File: src/rtl/car_tick_scheduler.sv
// car_tick_scheduler: base-tick prescaler, per-car period counters, pending
// bitmap and a round-robin valid/ready offer FSM for the car datapath.
// Optional feature macro: CAR_SCHED_OVERRUN_CNT_EN builds the saturating
// overrun counter; without it o_Overrun_Count is tied to 0.
module car_tick_scheduler #(
  parameter int                     NUM_CARS      = 10,
  parameter int                     IDX_WIDTH     = 4,
  parameter int                     c_TICK_DIV    = 700000,
  parameter int                     TICK_WIDTH    = 21,
  parameter logic [NUM_CARS*4-1:0]  c_LANE_PERIOD = {10{4'd1}}
) (
  input  logic                  i_Clk,
  input  logic                  i_Rst_L,
  input  logic                  i_Enable,
  input  logic [1:0]            i_Level,
  output logic                  o_Frame_Tick,
  output logic                  o_Upd_Valid,
  output logic [IDX_WIDTH-1:0]  o_Upd_Car,
  output logic                  o_Upd_Dir,
  input  logic                  i_Upd_Ready,
  output logic [NUM_CARS-1:0]   o_Pending,
  output logic [7:0]            o_Overrun_Count
);

  typedef enum logic {IDLE, OFFER} state_t;

  state_t                 state, state_next;
  logic [TICK_WIDTH-1:0]  presc;
  logic                   tick_step;
  logic                   handshake;
  logic [NUM_CARS-1:0]    expire;
  logic [NUM_CARS-1:0]    clear_mask;
  logic [NUM_CARS-1:0]    pending_next;
  logic [IDX_WIDTH-1:0]   ptr, ptr_next;
  logic [IDX_WIDTH-1:0]   car_next, sel_idx, cand;
  logic                   valid_next, dir_next, sel_found;

  // Lane counters step on the same edge that the prescaler wraps.
  assign tick_step = i_Enable && (presc == TICK_WIDTH'(c_TICK_DIV - 1));
  assign handshake = (state == OFFER) && i_Upd_Ready;

  // Prescaler and one-cycle frame tick; both freeze while disabled.
  always_ff @(posedge i_Clk or negedge i_Rst_L) begin
    if (!i_Rst_L) begin
      presc        <= '0;
      o_Frame_Tick <= 1'b0;
    end else begin
      o_Frame_Tick <= tick_step;
      if (i_Enable) presc <= tick_step ? '0 : presc + TICK_WIDTH'(1);
    end
  end

  for (genvar gi = 0; gi < NUM_CARS; gi++) begin : g_lane
    localparam logic [3:0] PER  = c_LANE_PERIOD[gi*4 +: 4];
    localparam logic [3:0] INIT = (PER == 4'd0) ? 4'd1 : PER;
    logic [3:0] cnt;
    logic [3:0] cnt_shift;
    logic [3:0] eff;

    // Speed level is sampled only when this lane reloads.
    assign cnt_shift      = INIT >> i_Level;
    assign eff            = (cnt_shift == 4'd0) ? 4'd1 : cnt_shift;
    assign expire[gi]     = tick_step && (cnt == 4'd1);
    assign clear_mask[gi] = handshake && (o_Upd_Car == IDX_WIDTH'(gi));

    // Per-lane period countdown in base ticks.
    always_ff @(posedge i_Clk or negedge i_Rst_L) begin
      if (!i_Rst_L)       cnt <= INIT;
      else if (tick_step) cnt <= (cnt == 4'd1) ? eff : cnt - 4'd1;
    end
  end

  // A new expiry wins over a grant clearing the same bit.
  assign pending_next = (o_Pending & ~clear_mask) | expire;

  // Pending bitmap register.
  always_ff @(posedge i_Clk or negedge i_Rst_L) begin
    if (!i_Rst_L) o_Pending <= '0;
    else          o_Pending <= pending_next;
  end

`ifdef CAR_SCHED_OVERRUN_CNT_EN
  logic [NUM_CARS-1:0]  overrun_vec;
  logic [IDX_WIDTH:0]   ovr_hits;
  logic [8:0]           ovr_sum;

  assign overrun_vec = expire & o_Pending & ~clear_mask;

  // Number of lanes dropping an update this edge, added to the running count.
  always_comb begin
    ovr_hits = '0;
    for (int i = 0; i < NUM_CARS; i++)
      ovr_hits = ovr_hits + {{IDX_WIDTH{1'b0}}, overrun_vec[i]};
    ovr_sum = {1'b0, o_Overrun_Count} + 9'(ovr_hits);
  end

  // Saturating overrun counter.
  always_ff @(posedge i_Clk or negedge i_Rst_L) begin
    if (!i_Rst_L) o_Overrun_Count <= 8'd0;
    else          o_Overrun_Count <= (ovr_sum > 9'd255) ? 8'hFF : ovr_sum[7:0];
  end
`else
  assign o_Overrun_Count = 8'd0;
`endif

  // Round-robin pick: first pending car above the last grant, wrapping.
  always_comb begin
    sel_found = 1'b0;
    sel_idx   = '0;
    cand      = '0;
    for (int i = 1; i <= NUM_CARS; i++) begin
      cand = IDX_WIDTH'((int'(ptr) + i) % NUM_CARS);
      if (!sel_found && o_Pending[cand]) begin
        sel_found = 1'b1;
        sel_idx   = cand;
      end
    end
  end

  // Offer FSM next state: latch a pick in IDLE, hold it in OFFER until ready.
  always_comb begin
    state_next = state;
    valid_next = o_Upd_Valid;
    car_next   = o_Upd_Car;
    dir_next   = o_Upd_Dir;
    ptr_next   = ptr;
    case (state)
      IDLE: begin
        if (sel_found) begin
          state_next = OFFER;
          valid_next = 1'b1;
          car_next   = sel_idx;
          dir_next   = sel_idx[0];
        end
      end
      OFFER: begin
        if (i_Upd_Ready) begin
          state_next = IDLE;
          valid_next = 1'b0;
          ptr_next   = o_Upd_Car;
        end
      end
      default: state_next = IDLE;
    endcase
  end

  // Offer FSM state and registered request outputs.
  always_ff @(posedge i_Clk or negedge i_Rst_L) begin
    if (!i_Rst_L) begin
      state       <= IDLE;
      o_Upd_Valid <= 1'b0;
      o_Upd_Car   <= '0;
      o_Upd_Dir   <= 1'b0;
      ptr         <= IDX_WIDTH'(NUM_CARS - 1);
    end else begin
      state       <= state_next;
      o_Upd_Valid <= valid_next;
      o_Upd_Car   <= car_next;
      o_Upd_Dir   <= dir_next;
      ptr         <= ptr_next;
    end
  end

endmodule

File: config.mk
export PLATFORM = sky130hd
export DESIGN_NAME = car_tick_scheduler
export DESIGN_NICKNAME = d
export VERILOG_FILES = /design/src/rtl/car_tick_scheduler.sv
export SDC_FILE = /design/constraint.sdc
export NUM_CORES = 1
export LEC_CHECK = 0
export ABC_CLOCK_PERIOD_IN_PS = 4900
export BUFFER_PORTS_ARGS = -buffer_cell sky130_fd_sc_hd__buf_2
export CAP_MARGIN = 20
export CORE_MARGIN = 8
export CORE_UTILIZATION = 50
export CTS_CLUSTER_SIZE = 24
export DETAILED_ROUTE_END_ITERATION = 16
export PLACE_DENSITY_LB_ADDON = 0.3
export SYNTH_ARGS = -nofsm -noshare
export SYNTH_HDL_FRONTEND = slang
export SYNTH_SLANG_ARGS = --single-unit
export TNS_END_PERCENT = 30
File: constraint.sdc
create_clock -name i_Clk -period 4.9 [get_ports i_Clk]
set_input_delay 0.245 -clock i_Clk [delete_from_list [all_inputs] [get_ports i_Clk]]
set_output_delay 0.245 -clock i_Clk [all_outputs]
set_load 0.005 [all_outputs]
# Yosys cells after proc, flatten, opt, wreduce, memory -nomap -nowiden
# Index checks and enable logic that the tools add are counted.
word_totals:
  ff_bits: 83
op_classes:
  bitwise: 4
  n_reduce_logical: 45
  addsub: 21
  div_mod_pow: 10
  n_lt_le_gt_ge: 10
  eq_ne: 22
  mux: 58
  n_shift: 1
op_table:
  columns: ["operator", "n"]
  rows:
  - ["32-bit by 5-bit remainder unit with 32-bit output, second input constant", 10]
  - ["4-bit two-way mux", 21]
  - ["4-bit by 5-bit < comparator with 1-bit output, second input constant", 10]
  - ["4-bit by 1-bit equality test with 1-bit output, second input constant", 11]
  - ["1-bit binary-select mux with 4-bit select", 10]
  - ["4-bit by 1-bit subtractor with 4-bit output, second input constant", 10]
  - ["1-bit logical AND", 31]
  - ["1-bit two-way mux", 24]
  - ["21-bit by 1-bit adder with 21-bit output, second input constant", 1]
  - ["21-bit by 20-bit equality test with 1-bit output, second input constant", 1]
  - ["21-bit two-way mux", 1]
  - ["4-bit by 3-bit adder with 5-bit output, second input constant", 4]
  - ["4-bit by 3-bit equality test with 1-bit output, second input constant", 4]
  - ["4-bit by 4-bit adder with 5-bit output, second input constant", 3]
  - ["4-bit by 2-bit adder with 5-bit output, second input constant", 2]
  - ["10-bit bitwise AND", 1]
  - ["10-bit inverter", 1]
  - ["10-bit OR", 1]
  - ["1-bit logical NOT", 9]
  - ["4-bit by 2-bit equality test with 1-bit output, second input constant", 2]
  - ["4-bit equality test, second input constant", 2]
  - ["4-bit logical NOT", 2]
  - ["2-bit AND reduction", 3]
  - ["4-bit by 1-bit adder with 5-bit output, second input constant", 1]
  - ["4 further kinds", 6]

# Depth between registers and ports, before layout
logic_depth:
  depth_word: 34
  ltp_mapped: 23
  depth_no_buf: 17

# Worst setup path after synthesis
# OpenSTA, ideal clock, no wires.
synth_path:
  path_type: "flip-flop to flip-flop"
  start: "register ptr[0]"
  end: "register o_Upd_Car[1]"
  path_buffers: 8
  arrival_time_ps: 5112
  stages_incl_launch_ff: 24
  setup_slack_ps: -336
  cell_sequence: "dfstp_2 -> buf_6 -> buf_6 -> buf_6 -> buf_2 -> inv_1 -> ha_1 -> buf_6 -> buf_2 -> xnor2_1 -> clkbuf_1 -> nand2b_1 -> ha_1 -> nor2b_1 -> nor2_1 -> or3_1 -> nand3_1 -> a31oi_1 -> a41o_4 -> or4_1 -> buf_2 -> or4b_4 -> o32a_1 -> o31a_1"
synth_via:
  elab_chain_len: 33
  word_cells_on_any_way: 79
  cone_classes: "add/sub (10); div (10); mux (40); reduce/logical (19)"
synth_lines:
  columns: ["item", "line_no", "rtl"]
  rows:
  - ["from (decl)", "34", "logic [IDX_WIDTH-1:0] ptr, ptr_next;"]
  - ["from (signal assigned)", "154", "ptr <= IDX_WIDTH'(NUM_CARS - 1);"]
  - ["from (signal assigned)", "160", "ptr <= ptr_next;"]
  - ["4-bit by 1-bit adder with 5-bit output", "112", "cand = IDX_WIDTH'((int'(ptr) + i) % NUM_CARS);"]
  - ["32-bit by 5-bit remainder unit with 32-bit output", "112", null]
  - ["1-bit binary-select mux with 4-bit select", "113", "if (!sel_found && o_Pending[cand]) begin"]
  - ["1-bit two-way mux (not written as such)", "113", null]
  - ["1-bit two-way mux", "113", null]
  - ["1-bit logical NOT", "113", null]
  - ["1-bit logical AND", "113", null]
  - ["1-bit two-way mux", "113", null]
  - ["[... 17 more ...]", null, null]
  - ["1-bit two-way mux", "113", null]
  - ["1-bit logical NOT", "113", null]
  - ["1-bit logical AND", "113", null]
  - ["1-bit two-way mux", "113", null]
  - ["1-bit logical NOT", "113", null]
  - ["1-bit logical AND", "113", null]
  - ["1-bit two-way mux", "113", null]
  - ["2-bit AND reduction (no source line)", null, null]
  - ["to (signal assigned)", "158", "o_Upd_Car <= car_next;"]
  - ["to (decl)", "18", "output logic [IDX_WIDTH-1:0] o_Upd_Car,"]
# Several ways; a longest one is shown, not always the timed one. The select of a mux whose other input is x is not followed.
# A chain may end at the register's enable or synchronous reset.

# Worst setup path after layout
layout_path:
  start: "register ptr[3]"
  end: "register o_Upd_Car[1]"
# Same word-level chain as after synthesis.

==> results by group <==
CTS
  – Number of buffers created by CTS: 9
  – CTS Buffer Depth: 2
  – Clock-pin slew on the worst setup and hold paths: 0.06 ns
  – Clk_lat worst skew: 0.34 ns
  – Htree depth: 3
  – TritonCTS clock tree: built
  – CTS root buf: clkbuf_16
  – Number of clock sinks: 82

Synthesis
  – Synth warnings: 0
  – Top cells by count, synth: nand2_1 (79), o21ai_0 (72), dfrtp_1 (70), inv_1 (69), nor2_1 (64)
  – Yosys top cell area share: 21.1%
  – #FFs+latches synth: 82
  – Dominant synthesized flop cell: dfrtp_1
  – Most numerous cell in the Yosys netlist: nand2_1
  – Cell area after synthesis: 8290 um2
  – Cell taking the most area after synthesis: dfrtp_1
  – Number of synthesized flops with an enable pin: 0
  – Syn Inst Count: 996
  – Seq/Total Area, Yosys: 24.9%
  – Synth unique cells: 106
  – Synth area leaders: dfrtp_1 (21%), ha_1 (8.8%), o21ai_0 (4.3%)
  – Synthesized area per cell: about 8.3 um2
  – Async SR Flop Fraction: 100%

STA
  – RSZ-0062 raised after global routing: true
  – Final Hold Viols: 0
  – Min Hold Slack: 0.194 ns
  – Setup-failing EPs final: 0
  – Max Slew Vio Count: 0
  – Slew @ Worst Pin: 0.799 ns
  – Clock period minus worst slack: about 4.8 ns
  – Clk_skew: 0.00747 ns
  – Rel. slew slack: 45.4%
  – Fmax: about 210 MHz
  – Tcrit/Tclk final: 97.2%

Outcome
  – Status: completed

Routing
  – Starting DRT DRC Count: 600
  – Post-route ant nets: 0
  – DRT Pass-1 Iters: 5
  – Via density: 6.11
  – Routed vias: 7706
  – Residual DRC: 0
  – Routed length per instance: 17.3 um
  – Routed Wire Length: ~22 mm

Die
  – FP Rows: 47
  – Die X: 145 um
  – I/O Pins: 31
  – Die span in y: 145 um
  – Core area: 16400 um2
  – Starting Density: 50.5%
  – Die area: 21000 um2

Critical path
  – Worst Setup Start Kind: flop
  – Critical Path RT: 5.12 ns
  – Flop-to-flop setup slack: 0.14 ns
  – Critical path fanouts, max: 15
  – Critical R2R Capture: o_Upd_Car[1]
  – CP arrival: 4.98 ns
  – CP endpoint kind: flop
  – Worst Setup EP: o_Upd_Car[1]
  – CP max-delay cell: dfstp_2
  – Worst r2r src: ptr[3]
  – Crit path cell chain: ha_1 > buf_4 > or2_2 > o221ai_1 > a31oi_1 > ha_1 > mux4_2 > mux2i_1 > o221ai_1 > or4_4 > or4b_4 > o32a_1 > o31a_1
  – CP startpoint: ptr[3]
  – Critical path class: reg -> reg
  – R2R depth: 13
  – Critical path's largest stage delay: 0.63 ns

Layout
  – Seq. cell area: 2070 um2
  – Fillers: 1474
  – ANT cells: 0
  – Multi-input logic area: 5730 um2
  – # nets final: 1100
  – Layout cells sized above 1: 19.2%
  – Finished Cell Area: 9220 um2
  – Layout area overhead: 11.2%

Global routing
  – Met2 Use GR: 35.1%
  – Global Route met3 Usage: 2.00%
  – GRT overflow: 0
  – Initial antenna violation count: 0
  – Vias in the first global route: just over 7000
  – First-pass GRT wire length: 35.4 mm
  – GR peak layer: met2
  – All-layer global routing usage: 21.0%
  – Met1 usage: 27.5%
  – Largest net degree at the start of global routing: 83

Pwr
  – Total leakage power: 0.00408 uW
  – Internal power: 1180 uW
  – Clock Power Share: between 40% and 50%
  – PwrDens: 163 nW/um2
  – Share of total power in combinational logic: 4.0%
  – Register share of total power: 48.5%
  – Switching share of power: 21.2%
  – Maximum VDD drop: 0.376 mV
  – Sw power: between 300 and 400 uW

Placement
  – Post-DP Area: approximately 8800 um2
  – Routability cong.: 0.961
  – Dpl hpwl: 16.4 mm
  – Port-buffer cells: 20

Run
  – Max-cap violations: 0

Min path
  – Hold Crit Class: in -> reg
-- kinds of logic after synthesis --
kind of cell,after synthesis,synth area share [%]
AOI/OAI and AO/OA,297,25.4
and+or+nand+nor,328,20.9
adders and majority gates,60,8.99
DFF,82,24.9
xor gates and xnor gates,40,4.32
buffers and inverters,128,6.94
muxes,60,8.50
other,1,0.0452
-- layout make-up --
class | count | share of cell area [%]
Inverter | 74 | 3.09
Multi-Input combinational cell | 793 | 62.1
Clock buffer | 11 | 2.63
Sequential cell | 82 | 22.4
Timing Repair Buffer | 76 | 5.91
Tap cell | 220 | 2.98
Clock inverter | 5 | 0.841
-- metrics by stage --
stage	worst slack, ns	utilization (%)	setup TNS [ns]	total power, uW	std cells
finish	0.136	56.2	0	1500	1261
global route	-0.0563	56.2	-0.0563	1560	1261
CTS	0.102	55.8	0	1510	1259
detailed placement	0.131	53.8	0	794	1243
global placement	0.214	53.8	0	792	1243
floorplan	0.0196	-	0	772	1003
-- per-layer routing --
metal | up-vias | share of wire [%]
met2 | 190 | 47
met1 | 3701 | 46
met4 | 0 | 3.0
met3 | 39 | 4.2
li1 | 3776 | -
met5 | - | 0
-- cells in the final DEF (no fill, tap or decap), types with 7 or more instances in the layout --
| cell type | instances |
|---|---|
| a211o_1 | 8 |
| nor2b_1 | 9 |
| xnor2_1 | 27 |
| nand4_1 | 13 |
| o21a_1 | 9 |
| nand2b_1 | 14 |
| or3_1 | 7 |
| dfstp_2 | 12 |
| o21ai_0 | 72 |
| and4_1 | 9 |
| o221ai_1 | 9 |
| mux2i_1 | 25 |
| and3_1 | 17 |
| clkbuf_16 | 9 |
| o311ai_0 | 10 |
| a21oi_1 | 58 |
| inv_1 | 69 |
| buf_2 | 19 |
| dfrtp_1 | 68 |
| a211oi_1 | 13 |
| a31oi_1 | 8 |
| or2_2 | 10 |
| conb_1 | 8 |
| mux2_2 | 29 |
| ha_1 | 56 |
| xor2_1 | 12 |
| nor2_1 | 63 |
| buf_4 | 55 |
| nor3_1 | 20 |
| nand2_1 | 79 |
| nand3_1 | 40 |
-- worst min path at each step --
stage | from | to | slack, ns | depth (start not counted)
2_1_floorplan | i_Rst_L | g_lane[0].cnt[1] | -0.05 | 0
3_3_place_gp | g_lane[8].cnt[1] | g_lane[8].cnt[1] | 0.46 | 2
3_5_place_dp | presc[4] | presc[4] | 0.47 | 1
4_1_cts | i_Rst_L | presc[14] | 0.12 | 1
5_1_grt | i_Enable | presc[0] | 0.22 | 2
6_report | i_Enable | presc[0] | 0.19 | 2
-- critical path, delay by kind of cell (launching register included) --
kind | cells | cell delay (ns)
compound gates | 5 | 1.09
mux | 2 | 0.54
flops | 1 | 0.63
simple gates | 3 | 1.27
buf+inv | 1 | 0.29
fa+ha+maj | 2 | 0.81
-- registers in the layout, indices dropped and copies added, names as in the netlist --
register      cells
ptr               4
state             1
o_Frame_Tick      1
g_lane.cnt       40
presc            21
o_Upd_Car         4
o_Upd_Valid       1
o_Pending        10
-- power groups by stage --
| stage | Sequential, uW | Combinational (uW) | Clock [uW] |
|---|---|---|---|
| final | 728 | 59.8 | 713 |
| after global routing | 730 | 68.6 | 759 |
| after CTS | 726 | 57.1 | 728 |
| after detailed placement | 736 | 57.4 | 0 |
| after global placement | 737 | 55.0 | 0 |
| after floorplan | 730 | 42.1 | 0 |
-- repair_timing --
item                                    in CTS  in global routing
setup buffers                                0                  0
gates resized for setup                      0                  6
endpoints found under the hold margin        0                  6
endpoints found under the setup margin       0                  4
hold buffers                                 0                  1
No activity file was read; power rests on OpenSTA's default activity.
